===== src/rtl/hardsigmoid_pkg.sv =====
// Shared fixed-point constants for the HardSigmoid forward and backward blocks.
// All Q16.16 values are signed 32-bit; INV6_Q16 is 1/6 in Q0.16.
package hardsigmoid_pkg;

   localparam int FRAC_W = 16;
   localparam int Q_W    = 32;

   localparam logic signed [Q_W-1:0] Q_POS3 = 32'sh0003_0000;
   localparam logic signed [Q_W-1:0] Q_NEG3 = 32'shFFFD_0000;
   localparam logic signed [Q_W-1:0] Q_ONE  = 32'sh0001_0000;

   // 1/6 rounded to 16 fractional bits (10923)
   localparam logic signed [15:0] INV6_Q16 = 16'sh2AAB;

   // Half an LSB of the product before dropping FRAC_W bits
   localparam logic [Q_W-1:0] RND_HALF = 32'h0000_8000;

   // Beat payload as it leaves the first stage
   typedef struct packed {
      logic signed [Q_W-1:0] dy;
      logic                  mask;
   } s1_beat_t;

endpackage


===== src/rtl/fxp_mul_round.sv =====
// Signed DATA_W x COEF_W multiply with a registered full-precision product and
// a round-half-up (toward +inf) shift back to DATA_W bits.
module fxp_mul_round
   import hardsigmoid_pkg::*;
#(
   parameter int DATA_W = 32,
   parameter int COEF_W = 16,
   parameter int FRAC_W = 16
) (
   input  logic                     clk,
   input  logic                     en,
   input  logic signed [DATA_W-1:0] a_p1,
   input  logic signed [COEF_W-1:0] coef,
   output logic signed [DATA_W-1:0] rnd_p2
);

   localparam int PROD_W = DATA_W + COEF_W;
   localparam logic signed [PROD_W-1:0] HALF = PROD_W'(RND_HALF);

   logic signed [PROD_W-1:0] prod_p2;

   // Add half an LSB then arithmetic shift; the 1/6 coefficient keeps the
   // result inside DATA_W so plain truncation is exact.
   function automatic logic signed [DATA_W-1:0] round_half_up(
      input logic signed [PROD_W-1:0] prod
   );
      return DATA_W'((prod + HALF) >>> FRAC_W);
   endfunction

   // ---- S1 -> S2 boundary: full-precision product register
   always_ff @(posedge clk) begin
      if (en) begin
         prod_p2 <= PROD_W'(a_p1) * PROD_W'(coef);
      end
   end

   assign rnd_p2 = round_half_up(prod_p2);

endmodule


===== src/rtl/hardsigmoid_backward.sv =====
// HardSigmoid backward pass: dx = dy/6 for -3 < x < 3, else 0, on a 3-stage
// pipeline that advances as a whole whenever the output slot can move.
// Also counts accepted outputs whose x lay inside the active range.
module hardsigmoid_backward
   import hardsigmoid_pkg::*;
#(
   parameter int DATA_W = 32,
   parameter int FRAC_W = 16,
   parameter int CNT_W  = 16
) (
   input  logic                     clk,
   input  logic                     rst,
   input  logic                     valid_in,
   output logic                     ready_in,
   input  logic signed [DATA_W-1:0] x_data,
   input  logic signed [DATA_W-1:0] grad_data,
   output logic                     valid_out,
   input  logic                     ready_out,
   output logic signed [DATA_W-1:0] output_data,
   input  logic                     cnt_clr,
   output logic [CNT_W-1:0]         active_count
);

   localparam int COEF_W = 16;
   localparam logic signed [DATA_W-1:0] POS3 = DATA_W'(Q_POS3);
   localparam logic signed [DATA_W-1:0] NEG3 = DATA_W'(Q_NEG3);
   localparam logic [CNT_W-1:0]         CNT_MAX = {CNT_W{1'b1}};

   // Open interval test: exactly +/-3.0 is outside the active region
   function automatic logic in_open_range(input logic signed [DATA_W-1:0] x);
      return (x > NEG3) && (x < POS3);
   endfunction

   // Counter step that sticks at all-ones instead of wrapping
   function automatic logic [CNT_W-1:0] sat_inc(input logic [CNT_W-1:0] c);
      return (c == CNT_MAX) ? c : c + CNT_W'(1);
   endfunction

   logic adv;
   logic out_hs;

   logic                     vld_p1, vld_p2, vld_p3;
   logic signed [DATA_W-1:0] dy_p1;
   logic                     mask_p1, mask_p2, mask_p3;
   logic signed [DATA_W-1:0] rnd_p2;
   logic signed [DATA_W-1:0] dx_p3;
   logic [CNT_W-1:0]         cnt_q;

   // The whole pipe moves together whenever the output slot is free or drained
   assign adv      = ~vld_p3 | ready_out;
   assign ready_in = adv;
   assign out_hs   = vld_p3 & ready_out;

   // ---- Input -> S1: register dy and the range mask
   always_ff @(posedge clk) begin
      if (rst) begin
         vld_p1 <= 1'b0;
      end else if (adv) begin
         vld_p1 <= valid_in;
      end
   end

   // S1 data capture; data registers carry no reset
   always_ff @(posedge clk) begin
      if (adv) begin
         dy_p1   <= grad_data;
         mask_p1 <= in_open_range(x_data);
      end
   end

   // ---- S1 -> S2: product register lives in the multiplier
   always_ff @(posedge clk) begin
      if (rst) begin
         vld_p2 <= 1'b0;
      end else if (adv) begin
         vld_p2 <= vld_p1;
      end
   end

   // Carry the mask alongside the product
   always_ff @(posedge clk) begin
      if (adv) begin
         mask_p2 <= mask_p1;
      end
   end

   fxp_mul_round #(
      .DATA_W (DATA_W),
      .COEF_W (COEF_W),
      .FRAC_W (FRAC_W)
   ) u_mul (
      .clk    (clk),
      .en     (adv),
      .a_p1   (dy_p1),
      .coef   (INV6_Q16),
      .rnd_p2 (rnd_p2)
   );

   // ---- S2 -> S3: rounded, masked gradient
   always_ff @(posedge clk) begin
      if (rst) begin
         vld_p3 <= 1'b0;
      end else if (adv) begin
         vld_p3 <= vld_p2;
      end
   end

   // Out-of-range beats still flow through, carrying a zero gradient
   always_ff @(posedge clk) begin
      if (adv) begin
         dx_p3   <= mask_p2 ? rnd_p2 : '0;
         mask_p3 <= mask_p2;
      end
   end

   // Output gating keeps unreset data registers from leaking onto the bus
   assign valid_out   = vld_p3;
   assign output_data = vld_p3 ? dx_p3 : '0;

   // Profiling counter: clear has priority over a same-cycle increment
   always_ff @(posedge clk) begin
      if (rst || cnt_clr) begin
         cnt_q <= '0;
      end else if (out_hs && mask_p3) begin
         cnt_q <= sat_inc(cnt_q);
      end
   end

   assign active_count = cnt_q;

endmodule

===== config.mk =====
export PLATFORM = sky130hd
export DESIGN_NAME = hardsigmoid_backward
export DESIGN_NICKNAME = d
export VERILOG_FILES = /design/src/rtl/hardsigmoid_pkg.sv /design/src/rtl/fxp_mul_round.sv /design/src/rtl/hardsigmoid_backward.sv
export SDC_FILE = /design/constraint.sdc
export NUM_CORES = 1
export LEC_CHECK = 0
export BUFFER_PORTS_ARGS = -buffer_cell sky130_fd_sc_hd__buf_2
export CORE_UTILIZATION = 50
export CTS_CLUSTER_DIAMETER = 80
export CTS_CLUSTER_SIZE = 24
export DETAILED_ROUTE_END_ITERATION = 10
export PLACE_DENSITY = 0.71
export SYNTH_ARGS = -nofsm -noshare
export SYNTH_HDL_FRONTEND = slang
export SYNTH_SLANG_ARGS = --single-unit

===== constraint.sdc =====
create_clock -name clk -period 10.1 [get_ports clk]
set_clock_uncertainty 0.1 [all_clocks]
set_input_delay 1.515 -clock clk [delete_from_list [all_inputs] [get_ports clk]]
set_output_delay 1.515 -clock clk [all_outputs]
set_load 0.01 [all_outputs]

Word level (Yosys, flattened, before mapping)
Cells that the tools add are included.
{ "word_totals": {"regBits": 134} }
{ "op_classes": {"magnitude_cmp": 2, "reduce_logical": 4, "muxes": 1, "n_eq_ne": 1, "addsub": 2, "bitwise_logic": 4, "mul": 1} }
{ "op_table": {"columns": ["cell", "count"], "rows": [
  ["adder 48 x 17 -> 48 bit (second input constant)", 1],
  ["multiplier 32 x 15 -> 47 bit (second input constant)", 1],
  ["> comparator 32 x 19 -> 1 bit (second input constant)", 1],
  ["less-than comparator 32 x 19 -> 1 bit (second input constant)", 1],
  ["2-to-1 mux 32 bit", 1],
  ["adder 16 x 1 -> 16 bit (second input constant)", 1],
  ["equality test 16 bit (second input constant)", 1],
  ["logical AND 1 bit", 2],
  ["NOT 1 bit", 2],
  ["AND reduction 2 bit", 1],
  ["AND 1 bit", 1],
  ["logical OR 1 bit", 1],
  ["OR 1 bit", 1]
]} }

Logic depth before layout (Yosys ltp)
{ "depth": {"depth_word": 3, "ltp_mapped": 22, "ltp_nobuf": 21} }

Hierarchy
From an unflattened synthesis, not the netlist that was laid out.
{ "hier_totals": {"hier_cells": 2391, "hier_area_um2": 22755.6} }
{ "modules_own_cells": {"columns": ["module", "cells_each", "n_inst", "seq_area_each_um2", "area_per_inst_um2"], "rows": [
  ["fxp_mul_round", 2122, 1, 991.0, 19233.4],
  ["hardsigmoid_backward", 269, 1, 2392.3, 3522.1]
]} }

Worst setup path after synthesis
OpenSTA, ideal clock, no wires.
{ "synth_path": {"kind": "reg-to-reg", "startpoint": "reg dy_p1[31]", "endpoint": "reg u_mul.prod_p2[45], data pin", "path_buffers": 0, "t_arrival_ns": 5.516, "stages_incl_launch_ff": 19, "setup_slack_ns": 4.227, "required_ns": 9.742, "setup_time_ns": 0.258, "period_less_slack_ns": 5.873, "cell_sequence": "edfxtp_1 ha_1 fa_1 inv_1 fa_1 fa_1 fa_1 inv_1 fa_1 inv_1 ha_1 a21o_1 a2111oi_0 a21boi_0 o41ai_1 o21ai_0 o21ai_0 a21oi_1 xnor2_1"} }
{ "synth_between": {"elab_chain_len": 1} }
{ "synth_rtl": {"columns": ["item", "line", "rtl"], "rows": [
  ["start, declared", "hardsigmoid_backward.sv:43", "logic signed [DATA_W-1:0] dy_p1;"],
  ["start signal, assigned", "hardsigmoid_backward.sv:66", "dy_p1 <= grad_data;"],
  ["multiplier 32 x 15 -> 47 bit", "fxp_mul_round.sv:33", "prod_p2 <= PROD_W'(a_p1) * PROD_W'(coef);"],
  ["end signal, assigned", "fxp_mul_round.sv:33", null],
  ["end, declared", "fxp_mul_round.sv:20", "logic signed [PROD_W-1:0] prod_p2;"]
]} }
Every way passes these cells.
A chain may end at the register's enable or synchronous reset.

Worst setup path after layout
Ends and elaborated chain as after synthesis.

==> results.sh <==
export IMPL_end_kind="register"
export IMPL_max_cap_violations=0
export IMPL_period_needed_ns=6.51
export IMPL_grt_pass1_wl_um=48300
export IMPL_dr_pass1_iters=7
export IMPL_htree_levels=4
export IMPL_fp_row_count=61
export IMPL_cpMostUsedCell="fa_1"
export IMPL_drive_gt1_frac=0.111
export IMPL_dp_hpwl_um=23000
export IMPL_outcome="complete, no violations"
export IMPL_final_hold_viol_count=0
export IMPL_root_buffer="clkbuf_16"
export IMPL_final_seq_area_um2=3350
export IMPL_rsz0062_at_grt="false"
export IMPL_clk_latency_ns=0.44
export IMPL_setup_viol=0
export IMPL_clk_pin_slew_ns=0.07
export IMPL_ys_flop_type="edfxtp_1"
export IMPL_crit_family="adder cells"
export IMPL_cts_tree="built"
export IMPL_async_reset_ff_frac=0
export IMPL_grt_pass1_vias=10100
export IMPL_max_freq_ghz=0.154
export IMPL_critPathLaunchType="register"
export IMPL_post_drt_wl_per_cell_um=15.3
export IMPL_antenna_found_initial=0
export IMPL_critical_path_max_stage_delay_ns=0.90
export IMPL_fin_area_um2=15700
export IMPL_fillCellCount=2372
export IMPL_worstSetupPathType="reg2reg"
export IMPL_dp_cells=1820
export IMPL_die_h_um=170
export IMPL_cp_arrival_ns=6.58
export IMPL_multi_input_area_um2=9510
export IMPL_synth_edf_count=99
export IMPL_cts_hold_buf=0
export IMPL_postLayoutCoreUtil=0.566
export IMPL_vias=9454
export IMPL_cts_sink_count=118
export IMPL_grtUsageTotal=0.214
export IMPL_ys_types=60
export IMPL_cts_buffers=17
export IMPL_path_cells="ha_1 -> fa_1 -> inv_1 -> fa_1 -> fa_1 -> fa_1 -> inv_1 -> fa_1 -> inv_1 -> ha_1 -> a21o_1 -> a2111oi_0 -> a21boi_0 -> o41ai_1 -> o21ai_0 -> o21ai_0 -> a21oi_1 -> xnor2_1"
export IMPL_stdcell_count=1852
export IMPL_ys_ff_latch=118
export IMPL_placed_area_um2=15100
export IMPL_synth_cells=1340
export IMPL_start_util=0.508
export IMPL_slew_violations=0
export IMPL_port_buffers=118
export IMPL_num_io_pins=119
export IMPL_period_share=0.644
export IMPL_drt_wl_total_um=28400
export IMPL_critPathMaxFanout=19
export IMPL_overflow=0
export IMPL_setup_tns_ns=0
export IMPL_min_path_type="reg2reg"
export IMPL_cts_resized=0
export IMPL_avgSynthCellArea_um2=10.5
export IMPL_crit_slowest_cell="edfxtp_1"
export IMPL_antennaDiodeCount=0
export IMPL_final_net_count=1918
export IMPL_finalWeightedCongestion=0.877
export IMPL_dieArea_um2=28800
export IMPL_coreArea_um2=27700
export IMPL_drc=0
export IMPL_cts_buffer_depth=2
export IMPL_tightest_slew_ns=0.925
export IMPL_ant_nets=0
export IMPL_cp_required_ns=10.18
export IMPL_via_per_inst=5.10
export IMPL_synth_nets=1797
export IMPL_netlist_area_um2=14100
export IMPL_syn2layout_area_growth_pct=11.4
export IMPL_grt_max_degree=69
export IMPL_synth_warning_count=0
export IMPL_drtIter0Drc=550
export IMPL_slew_headroom=0.382
export IMPL_postCtsSetupBuffers=0
export IMPL_critical_path_buf_inv_count=3
export IMPL_dieWidth_um=170
export IMPL_ys_seq_area_frac=0.238
[cell usage in the layout, fill, tap and decap left out, types with 4 or more instances in the layout]
| master | n |
|---|---|
| nand2_1 | 52 |
| and3_1 | 21 |
| o211ai_1 | 6 |
| edfxtp_1 | 99 |
| nand3_1 | 31 |
| buf_2 | 118 |
| dfxtp_1 | 19 |
| xnor2_1 | 40 |
| nor3_1 | 4 |
| a211oi_1 | 8 |
| a21o_1 | 29 |
| clkinv_4 | 5 |
| xor2_1 | 39 |
| o21bai_1 | 4 |
| a21boi_0 | 4 |
| clkbuf_16 | 19 |
| nor2_1 | 44 |
| o21ai_0 | 27 |
| fa_1 | 186 |
| inv_1 | 307 |
| o21a_1 | 8 |
| and4_1 | 6 |
| or3_1 | 5 |
| nor4_1 | 7 |
| ha_1 | 202 |
| a31oi_1 | 6 |
| and2_1 | 67 |
| nand4_1 | 15 |
| a21oi_1 | 40 |
[per-layer routing]
layer / share of wire / global-route usage / vias to the layer above
li1: - / - / 4631
met1: 0.47 / 0.288 / 4568
met2: 0.47 / 0.355 / 219
met3: 0.042 / 0.0359 / 36
met4: 0.017 / 0.0591 / 0
met5: 0 / 0 / -
[area by class of cell]
cell class / count / share of cell area
multi-input cells: 898 / 0.606
clock buffers: 20 / 0.0312
clock inverters: 12 / 0.00670
inverters: 307 / 0.0735
flip-flops and latches: 118 / 0.214
repair buffers: 119 / 0.0382
well taps: 378 / 0.0302
[kinds of logic after synthesis]
family / after synthesis / synth area share
xor+xnor: 79 / 0.0492
simple gates: 266 / 0.101
flops: 118 / 0.238
compound gates: 162 / 0.0787
fa+ha+maj: 388 / 0.444
buf+inv: 324 / 0.0865
mux: 3 / 0.00222
[path summary, 6_finish.rpt]
check             startpoint           endpoint  slack [ns]  cells after the start
setup / recovery   dy_p1[31]  u_mul.prod_p2[45]        3.59                     18
hold / removal       mask_p1            mask_p2        0.34                      0
setup reg to reg   dy_p1[31]  u_mul.prod_p2[45]        3.59                     18
hold reg to reg      mask_p1            mask_p2        0.34                      0
[Yosys cell counts, drive strengths merged (19+ instances only)]
cell    number  share of area
nand3       31          0.011
a21o        29          0.015
xor2        39          0.024
dfxtp       19          0.027
a21oi       40          0.014
ha         202           0.18
and2        68          0.030
fa         186           0.26
nand2       52          0.014
xnor2       40          0.025
and3        21         0.0093
edfxtp      99           0.21
o21ai       29          0.010
inv        307          0.082
nor2        44          0.012
[state kept, by name, summed over array words and instances (netlist names), 16 cells and up]
name,flops
active_count,16
dy_p1,32
u_mul.prod_p2,32
dx_p3,32
[stage by stage]
| step | hold slack, ns | setup slack, ns |
|---|---|---|
| 2_1_floorplan | 0.300 | 4.23 |
| 3_3_place_gp | 0.330 | 3.72 |
| 3_5_place_dp | 0.305 | 3.60 |
| 4_1_cts | 0.339 | 3.55 |
| 5_1_grt | 0.345 | 3.15 |
| 6_report | 0.337 | 3.59 |
[worst register-to-register path, cell delays in order, from the launching register on]
cell and delay (ns):
edfxtp_1 0.90, ha_1 0.40, fa_1 0.49, inv_1 0.05
fa_1 0.52, fa_1 0.44, fa_1 0.55, inv_1 0.06
fa_1 0.53, inv_1 0.04, ha_1 0.38, a21o_1 0.22
a2111oi_0 0.36, a21boi_0 0.33, o41ai_1 0.14, o21ai_0 0.28
o21ai_0 0.18, a21oi_1 0.20, xnor2_1 0.08
Power is left out: the tool's default activity adds up to more than one toggle a clock period on the data nets, which glitch-free logic cannot reach.
